$ cat src/rtl/boot_loader.sv
// Boot loader: holds the core in reset, assembles a little-endian byte stream into 32-bit words
// and writes them into DRAM via a grant handshake. Optional checksum phase: BOOT_CHECKSUM_EN.
module boot_loader #(
  parameter logic [31:0] BASE_ADDR      = 32'h0,
  parameter int          NUM_WORDS      = 32,
  parameter int          TIMEOUT_CYCLES = 1024
) (
  input  logic        clock,
  input  logic        reset,
  input  logic        load_start_ip,
  input  logic        byte_valid_ip,
  input  logic [7:0]  byte_data_ip,
  output logic        byte_ready_op,
  output logic        wr_en_op,
  output logic [31:0] wr_addr_op,
  output logic [31:0] wr_data_op,
  input  logic        wr_gnt_ip,
  output logic        core_reset_op,
  output logic        mem_en_op,
  output logic        done_op,
  output logic        error_op
);

  localparam int TMO_W = $clog2(TIMEOUT_CYCLES + 1);
  localparam logic [8:0] MAX_N = 9'(NUM_WORDS);
  localparam logic [TMO_W-1:0] TMO_LAST = TMO_W'(TIMEOUT_CYCLES - 1);

  localparam logic [2:0] S_IDLE  = 3'd0;
  localparam logic [2:0] S_HDR   = 3'd1;
  localparam logic [2:0] S_RECV  = 3'd2;
  localparam logic [2:0] S_WRITE = 3'd3;
  localparam logic [2:0] S_DONE  = 3'd4;
  localparam logic [2:0] S_ERROR = 3'd5;
`ifdef BOOT_CHECKSUM_EN
  localparam logic [2:0] S_CHECK = 3'd6;
`endif

  logic [2:0]       state;
  logic [7:0]       word_cnt;
  logic [7:0]       words_written;
  logic [1:0]       byte_idx;
  logic [TMO_W-1:0] tmo_cnt;
`ifdef BOOT_CHECKSUM_EN
  logic [7:0]       checksum;
`endif

  logic byte_xfer;
  logic active;
  logic progress;
  logic tmo_hit;
  logic last_word;
  logic hdr_bad;

  assign byte_xfer = byte_valid_ip && byte_ready_op;
`ifdef BOOT_CHECKSUM_EN
  assign active    = (state == S_HDR) || (state == S_RECV) || (state == S_WRITE) ||
                     (state == S_CHECK);
`else
  assign active    = (state == S_HDR) || (state == S_RECV) || (state == S_WRITE);
`endif
  assign progress  = byte_xfer || ((state == S_WRITE) && wr_gnt_ip);
  // Timeout fires on the edge that would complete the TIMEOUT_CYCLES-th idle cycle.
  assign tmo_hit   = active && !progress && (tmo_cnt == TMO_LAST);
  assign last_word = (words_written + 8'd1) == word_cnt;
  assign hdr_bad   = (byte_data_ip == 8'd0) || ({1'b0, byte_data_ip} > MAX_N);

  always_ff @(posedge clock) begin
    if (reset || !active || progress) begin
      tmo_cnt <= '0;
    end else begin
      tmo_cnt <= tmo_cnt + TMO_W'(1);
    end
  end

  always_ff @(posedge clock) begin
    if (reset) begin
      state         <= S_IDLE;
      byte_ready_op <= 1'b0;
      wr_en_op      <= 1'b0;
      wr_addr_op    <= BASE_ADDR;
      wr_data_op    <= 32'h0;
      core_reset_op <= 1'b1;
      mem_en_op     <= 1'b0;
      done_op       <= 1'b0;
      error_op      <= 1'b0;
      word_cnt      <= 8'd0;
      words_written <= 8'd0;
      byte_idx      <= 2'd0;
`ifdef BOOT_CHECKSUM_EN
      checksum      <= 8'd0;
`endif
    end else begin
      case (state)
        S_IDLE, S_ERROR: begin
          if (load_start_ip) begin
            state         <= S_HDR;
            byte_ready_op <= 1'b1;
            error_op      <= 1'b0;
            wr_addr_op    <= BASE_ADDR;
            word_cnt      <= 8'd0;
            words_written <= 8'd0;
            byte_idx      <= 2'd0;
`ifdef BOOT_CHECKSUM_EN
            checksum      <= 8'd0;
`endif
          end
        end
        S_HDR: begin
          if (tmo_hit) begin
            state         <= S_ERROR;
            error_op      <= 1'b1;
            byte_ready_op <= 1'b0;
          end else if (byte_xfer) begin
            word_cnt <= byte_data_ip;
            if (hdr_bad) begin
              state         <= S_ERROR;
              error_op      <= 1'b1;
              byte_ready_op <= 1'b0;
            end else begin
              state <= S_RECV;
            end
          end
        end
        S_RECV: begin
          if (tmo_hit) begin
            state         <= S_ERROR;
            error_op      <= 1'b1;
            byte_ready_op <= 1'b0;
          end else if (byte_xfer) begin
            wr_data_op[{byte_idx, 3'b000} +: 8] <= byte_data_ip;
            byte_idx <= byte_idx + 2'd1;
`ifdef BOOT_CHECKSUM_EN
            checksum <= checksum ^ byte_data_ip;
`endif
            if (byte_idx == 2'd3) begin
              state         <= S_WRITE;
              byte_ready_op <= 1'b0;
              wr_en_op      <= 1'b1;
            end
          end
        end
        S_WRITE: begin
          if (tmo_hit) begin
            state    <= S_ERROR;
            error_op <= 1'b1;
            wr_en_op <= 1'b0;
          end else if (wr_gnt_ip) begin
            wr_en_op      <= 1'b0;
            words_written <= words_written + 8'd1;
            if (last_word) begin
              // Address stays on the final word so it never passes the region end.
`ifdef BOOT_CHECKSUM_EN
              state         <= S_CHECK;
              byte_ready_op <= 1'b1;
`else
              state         <= S_DONE;
              done_op       <= 1'b1;
              core_reset_op <= 1'b0;
              mem_en_op     <= 1'b1;
`endif
            end else begin
              state         <= S_RECV;
              wr_addr_op    <= wr_addr_op + 32'd4;
              byte_ready_op <= 1'b1;
            end
          end
        end
`ifdef BOOT_CHECKSUM_EN
        S_CHECK: begin
          if (tmo_hit) begin
            state         <= S_ERROR;
            error_op      <= 1'b1;
            byte_ready_op <= 1'b0;
          end else if (byte_xfer) begin
            byte_ready_op <= 1'b0;
            if (byte_data_ip == checksum) begin
              state         <= S_DONE;
              done_op       <= 1'b1;
              core_reset_op <= 1'b0;
              mem_en_op     <= 1'b1;
            end else begin
              state    <= S_ERROR;
              error_op <= 1'b1;
            end
          end
        end
`endif
        S_DONE: begin
          state <= S_DONE;
        end
        default: begin
          state         <= S_IDLE;
          byte_ready_op <= 1'b0;
          wr_en_op      <= 1'b0;
        end
      endcase
    end
  end

endmodule

$ cat config.mk
export PLATFORM = sky130hd
export DESIGN_NAME = boot_loader
export DESIGN_NICKNAME = d
export VERILOG_FILES = /design/src/rtl/boot_loader.sv
export SDC_FILE = /design/constraint.sdc
export NUM_CORES = 1
export LEC_CHECK = 0
export BUFFER_PORTS_ARGS = -buffer_cell sky130_fd_sc_hd__buf_2
export CORE_AREA = 2 2 125 127
export DETAILED_ROUTE_END_ITERATION = 16
export DIE_AREA = 0 0 127 129
export GPL_ROUTABILITY_DRIVEN = 0
export PLACE_DENSITY = 0.48
export RECOVER_POWER = 50
export REMOVE_ABC_BUFFERS = 1
export SLEW_MARGIN = 5
export SYNTH_ARGS = -nofsm -noshare
export SYNTH_HDL_FRONTEND = slang
export SYNTH_SLANG_ARGS = --single-unit
$ cat constraint.sdc
create_clock -name clock -period 7 [get_ports clock]
set_input_delay 1.4 -clock clock [delete_from_list [all_inputs] [get_ports clock]]
set_output_delay 1.4 -clock clock [all_outputs]
set_load 0.005 [all_outputs]
Yosys cells after proc, flatten, opt, wreduce, memory -nomap -nowiden
Cells that the tools add are included.

Bits in registers: 101. Input port bits: 13.

Equality and inequality tests: 23. Shift operators: 2. Add/subtract/negate cells: 5. Mux-type cells: 51. Bitwise logic cells: 3. Reductions and logical operators: 31. Order comparisons: 1.

Operator list (count): 32-bit two-way mux (4); 32-bit case mux with 2 select lines (1); 8-bit two-way mux (5); 32-bit by 3-bit adder with 32-bit output, second input constant (1); 32-bit bitwise mux (1); 8-bit case mux with 2 select lines (2); 8-bit by 7-bit variable shift with 32-bit output, first input constant (1); 8-bit by 7-bit indexed part select with 32-bit output (1); 3-bit two-way mux (10); 1-bit two-way mux (20); 5-bit AND reduction (4); 2-bit != test, second input constant (8); 4-bit AND reduction (4); 3-bit case mux with 5 select lines (1); 3-bit != test, second input constant (4); 11-bit by 1-bit adder with 11-bit output, second input constant (1); 11-bit by 10-bit == test with 1-bit output, second input constant (1); 9-bit AND reduction (1); 8-bit by 1-bit adder with 8-bit output, second input constant (1); 8-bit == test (1); 8-bit by 6-bit > comparator with 1-bit output, second input constant (1); 8-bit zero test (1); 5-bit negation with 7-bit output (1); 3-bit by 2-bit == test with 1-bit output, second input constant (2); 20 further kinds (39).

Depth between registers and ports, before layout
Depth in word-level cells: 8. Depth in mapped cells: 9. Mapped depth without buffers: 7.

Worst setup path after synthesis
Ideal clock, no wire load.

Kind: input to register. From: in byte_valid_ip. To: reg wr_en_op. Path slack: 3990 ps. Setup time: 86 ps. Stages: 6. Arrival time: 2924 ps. Required time: 6914 ps. Buffers on the path: 0. Cells stage by stage: and2_0 or4_1 or3_1 a21boi_1 a31oi_1 a211oi_1.

Word-level cells in the longest chain between the ends: 7. Elaborated cells on any way between the ends: 11.

Ends and longest elaborated chain: start: declaration (RTL line 11) `input logic byte_valid_ip,`; 1-bit logical AND * (RTL line 54) `assign byte_xfer = byte_valid_ip && byte_ready_op;`; 1-bit logical OR (RTL line 61) `assign progress = byte_xfer || ((state == S_WRITE) && wr_gnt_ip);`; 1-bit zero test (RTL line 63) `assign tmo_hit = active && !progress && (tmo_cnt == TMO_LAST);`; 1-bit logical AND (2 in series) (RTL line 63); 3-bit != test (no line) (tied with other cells); 5-bit AND reduction (no line) or 1-bit case mux with 3 select lines (tied branches); end signal: assignment (RTL line 79) `wr_en_op <= 1'b0;`; end signal: assignment (RTL line 138) `wr_en_op <= 1'b1;`; end signal: assignment (RTL line 146) `wr_en_op <= 1'b0;`; end: declaration (RTL line 14) `output logic wr_en_op,`.

Mark *: on every way between the ends. The rest lies on a longest branch, timed or not. A chain may end at the register's enable or synchronous reset.

Worst setup path after layout
From: in wr_gnt_ip. To: reg wr_addr_op[29].

Word-level cells in the longest chain between the ends: 7. Elaborated cells on any way between the ends: 8.

Ends and longest elaborated chain: start: declaration (RTL line 17) `input logic wr_gnt_ip,`; 1-bit logical AND (RTL line 61); 1-bit logical OR (RTL line 61); 1-bit zero test (RTL line 63); 1-bit logical AND (2 in series) (RTL line 63); 2-bit != test (no line); 5-bit AND reduction (no line) *; end signal: assignment (RTL line 163) `wr_addr_op <= wr_addr_op + 32'd4;`; end: declaration (RTL line 15) `output logic [31:0] wr_addr_op,`.

Marked as above.

==> metrics.yaml <==
status:
  outcome: "finished, final reports clean"
power_and_ir_drop:
  p_sw_share_pct: 32.5
  irDropWorstVdd_mv: 0.115
  p_int_mw: 0.949
  p_leak_nw: 1.87
  pwr-share-seq_pct: 45.3
  p_switching_mw: 0.458
  clkPwrFrac_pct: 34.5
  power_density_nw_per_um2: 247
  combPwrFrac_pct: 20.2
place:
  place_hpwl_um: 9430
  portBuffers: 80
  place_area_um2: 5470
timing:
  tightestPinTransition_ns: 1.00
  period_needed_ns: 3.15
  finalSetupViolCount: 0
  fin_worst_skew_ns: 0.00848
  timing.final.crit_share_pct: 45.0
  relSlewSlack_pct: 33.0
  drv_slew: 0
  rsz0062_at_grt: "false"
  fmax_mhz: 318
  finalHoldViolations: 0
  tns_ns: 0
min_path:
  hold_depth: 2
  min_from: "wr_data_op[14]"
  hold_path_end: "wr_data_op[14]"
  hold_path.class: "flip-flop to flip-flop"
synth:
  synth_cell_types: 57
  ys_ff_latch: 99
  async_flop_share_pct: 0
  synth_top_area_share_pct: 39.7
  ys_seq_area_share_pct: 39.7
  synth_area_per_cell_um2: 8.05
  yosysTopAreaCell: "dfxtp_1"
  synthCells: 620
  synth_area_um2: 4990
  synthTopCellsByCount: "dfxtp_1 (99), a21oi_1 (83), nand2_1 (77), nand3_1 (53), nor2_1 (39)"
  ys_top_cells_by_area: "dfxtp_1 (40%), a21oi_1 (8.3%), nand2_1 (5.8%)"
  synth_ff_type: "dfxtp_1"
  yosysWarnings: 0
  synth.most_common_cell: "dfxtp_1"
  synth-edff-count: 0
clocking:
  cts-root-buf: "clkbuf_16"
  cts_sinks: 99
  ctsResizeCount: 0
  h-tree-depth: 3
  cts_tree: "done"
  clk_transition_reported_paths_ns: 0.07
  cts_hold_buf: 0
  post_cts_buffers: 0
  cts_buffers: 9
  cts.path.max_buffers: 2
  insertion_delay_ns: 0.35
floorplanning:
  core_region_area_um2: 15000
  die_w_um: 127
  rows: 45
  start_util_pct: 33.3
  die_area_um2: 16400
  io_pins: 83
  fp.dieH_um: 129
final_layout:
  drive_gt1_share_pct: 10.9
  area_delta_synth_final_pct: 14.3
  finalNetCount: 695
  design_area_um2: 5700
  antennaDiodeCount: 0
route:
  routed_via_density: 5.50
  wire_per_inst_um: 15.9
  routed_wl_um: 13700
  drc: 0
  drt-pass1-iter-count: 5
  ant_nets: 0
  route.vias.total: 4764
  drt_iter0_drc: 237
grt:
  grt_start_max_net_pins: 56
  antenna_found_initial: 0
  gr-total-overflow: 0
  grtUsageTotal_pct: 17.1
  grt_pass1_wl_um: 22500
  grt_pass1_vias: 4500
worst_setup_path:
  r2r-end: "wr_addr_op[29]"
  start_kind: "primary input"
  path_max_fanout: 21
  cp-end-kind: "flip-flop"
  worstPathRequired_ns: 7.28
  worstRegToRegCells: 6
  crit_type: "primary input to flip-flop"
  crit_arrival_ns: 3.43
  rrSetupSlack_ns: 4.25
  r2r_start: "state[2]"
flow_run:
  timing.max_cap.violations: 0
==> metal layers <==
metal	vias up	global-route usage [%]	part of all wire, %
met4	0	5.11	1.2
met2	96	29.6	49
met1	2277	21.4	45
li1	2380	-	-
met5	-	0	0
met3	11	3.58	4.1
==> cell type report <==
cell class,count,area (µm²)
Clock buffer,11,253
Clock inverter,5,37.5
Fill cell,1596,9270
Inverter,7,26.3
Multi-Input combinational cell,471,2780
Sequential cell,99,1980
Tap cell,188,235
Timing Repair Buffer,85,392
==> layout by cell type, fill, tap and decap left out, drive strengths merged, types with 3 or more instances in the layout <==
cell and n:
or3 8, a31oi 3, nor4 5, or2 3
a21oi 83, xnor2 13, nand4 24, clkbuf 48
o31ai 24, dfxtp 99, xor2 11, nor3b 3
nor2 39, clkinv 3, nand2b 3, buf 48
nand2 78, o211ai 4, a211oi 4, ha 9
o21ai 15, and2 5, inv 7, and4 4
and3 10, o21a 3, nor3 8, nand3 54
or4 28
==> critical path: stages <==
cell	delay (ns)
buf_2	0.14
and3b_1	0.16
o21ai_0	0.36
nand2_1	0.45
a21o_1	0.46
buf_4	0.29
a21oi_1	0.14
==> state kept, by name (all words and copies together) (netlist names), 2 cells and up <==
| name | flops |
|---|---|
| byte_idx | 2 |
| wr_addr_op | 30 |
| state | 3 |
| word_cnt | 8 |
| wr_data_op | 32 |
| tmo_cnt | 11 |
| words_written | 8 |
==> cells by family (layout without fill, tap and decap cells) <==
| kind of cell | count (synthesis) | in the layout | share of synthesized area, % |
|---|---|---|---|
| AO/OA/AOI/OAI | 154 | 154 | 19.2 |
| flip-flops | 99 | 99 | 39.7 |
| XOR/XNOR | 24 | 24 | 4.21 |
| other | 1 | 2 | 0.0752 |
| buffers and inverters | 51 | 108 | 4.64 |
| multiplexers | 1 | 1 | 0.226 |
| adder cells (fa/ha/maj) | 9 | 9 | 2.26 |
| AND/OR/NAND/NOR | 281 | 281 | 29.7 |
==> worst max-delay path by stage <==
stage                           endpoint  slack, ns          start  depth (start not counted)
after detailed placement   wr_addr_op[7]       3.46      wr_gnt_ip                          7
final                     wr_addr_op[29]       3.85      wr_gnt_ip                          7
after CTS                 wr_addr_op[22]       3.84      wr_gnt_ip                          7
after floorplan           wr_addr_op[12]       3.32  load_start_ip                          6
after global routing       wr_addr_op[7]       3.63  load_start_ip                          7
after global placement    wr_addr_op[21]       3.59  load_start_ip                          7
==> stage by stage <==
step / hold WS (ns) / utilization [%] / std cells / total power, mW / setup WS (ns)
2_1_floorplan: 0.426 / - / 577 / 0.841 / 3.32
3_3_place_gp: 0.439 / 36.5 / 850 / 0.937 / 3.59
3_5_place_dp: 0.445 / 36.5 / 850 / 0.942 / 3.46
4_1_cts: 0.455 / 38.4 / 866 / 1.43 / 3.84
5_1_grt: 0.477 / 38.1 / 866 / 1.49 / 3.63
6_report: 0.456 / 38.1 / 866 / 1.41 / 3.85
==> power by group through the flow <==
stage	clock, mW	combinational [mW]	sequential, mW
after floorplan	0	0.205	0.636
after global placement	0	0.287	0.649
after detailed placement	0	0.292	0.650
after CTS	0.500	0.292	0.637
after global routing	0.520	0.323	0.644
final	0.485	0.285	0.637
Power figures use the tool's default switching activity.
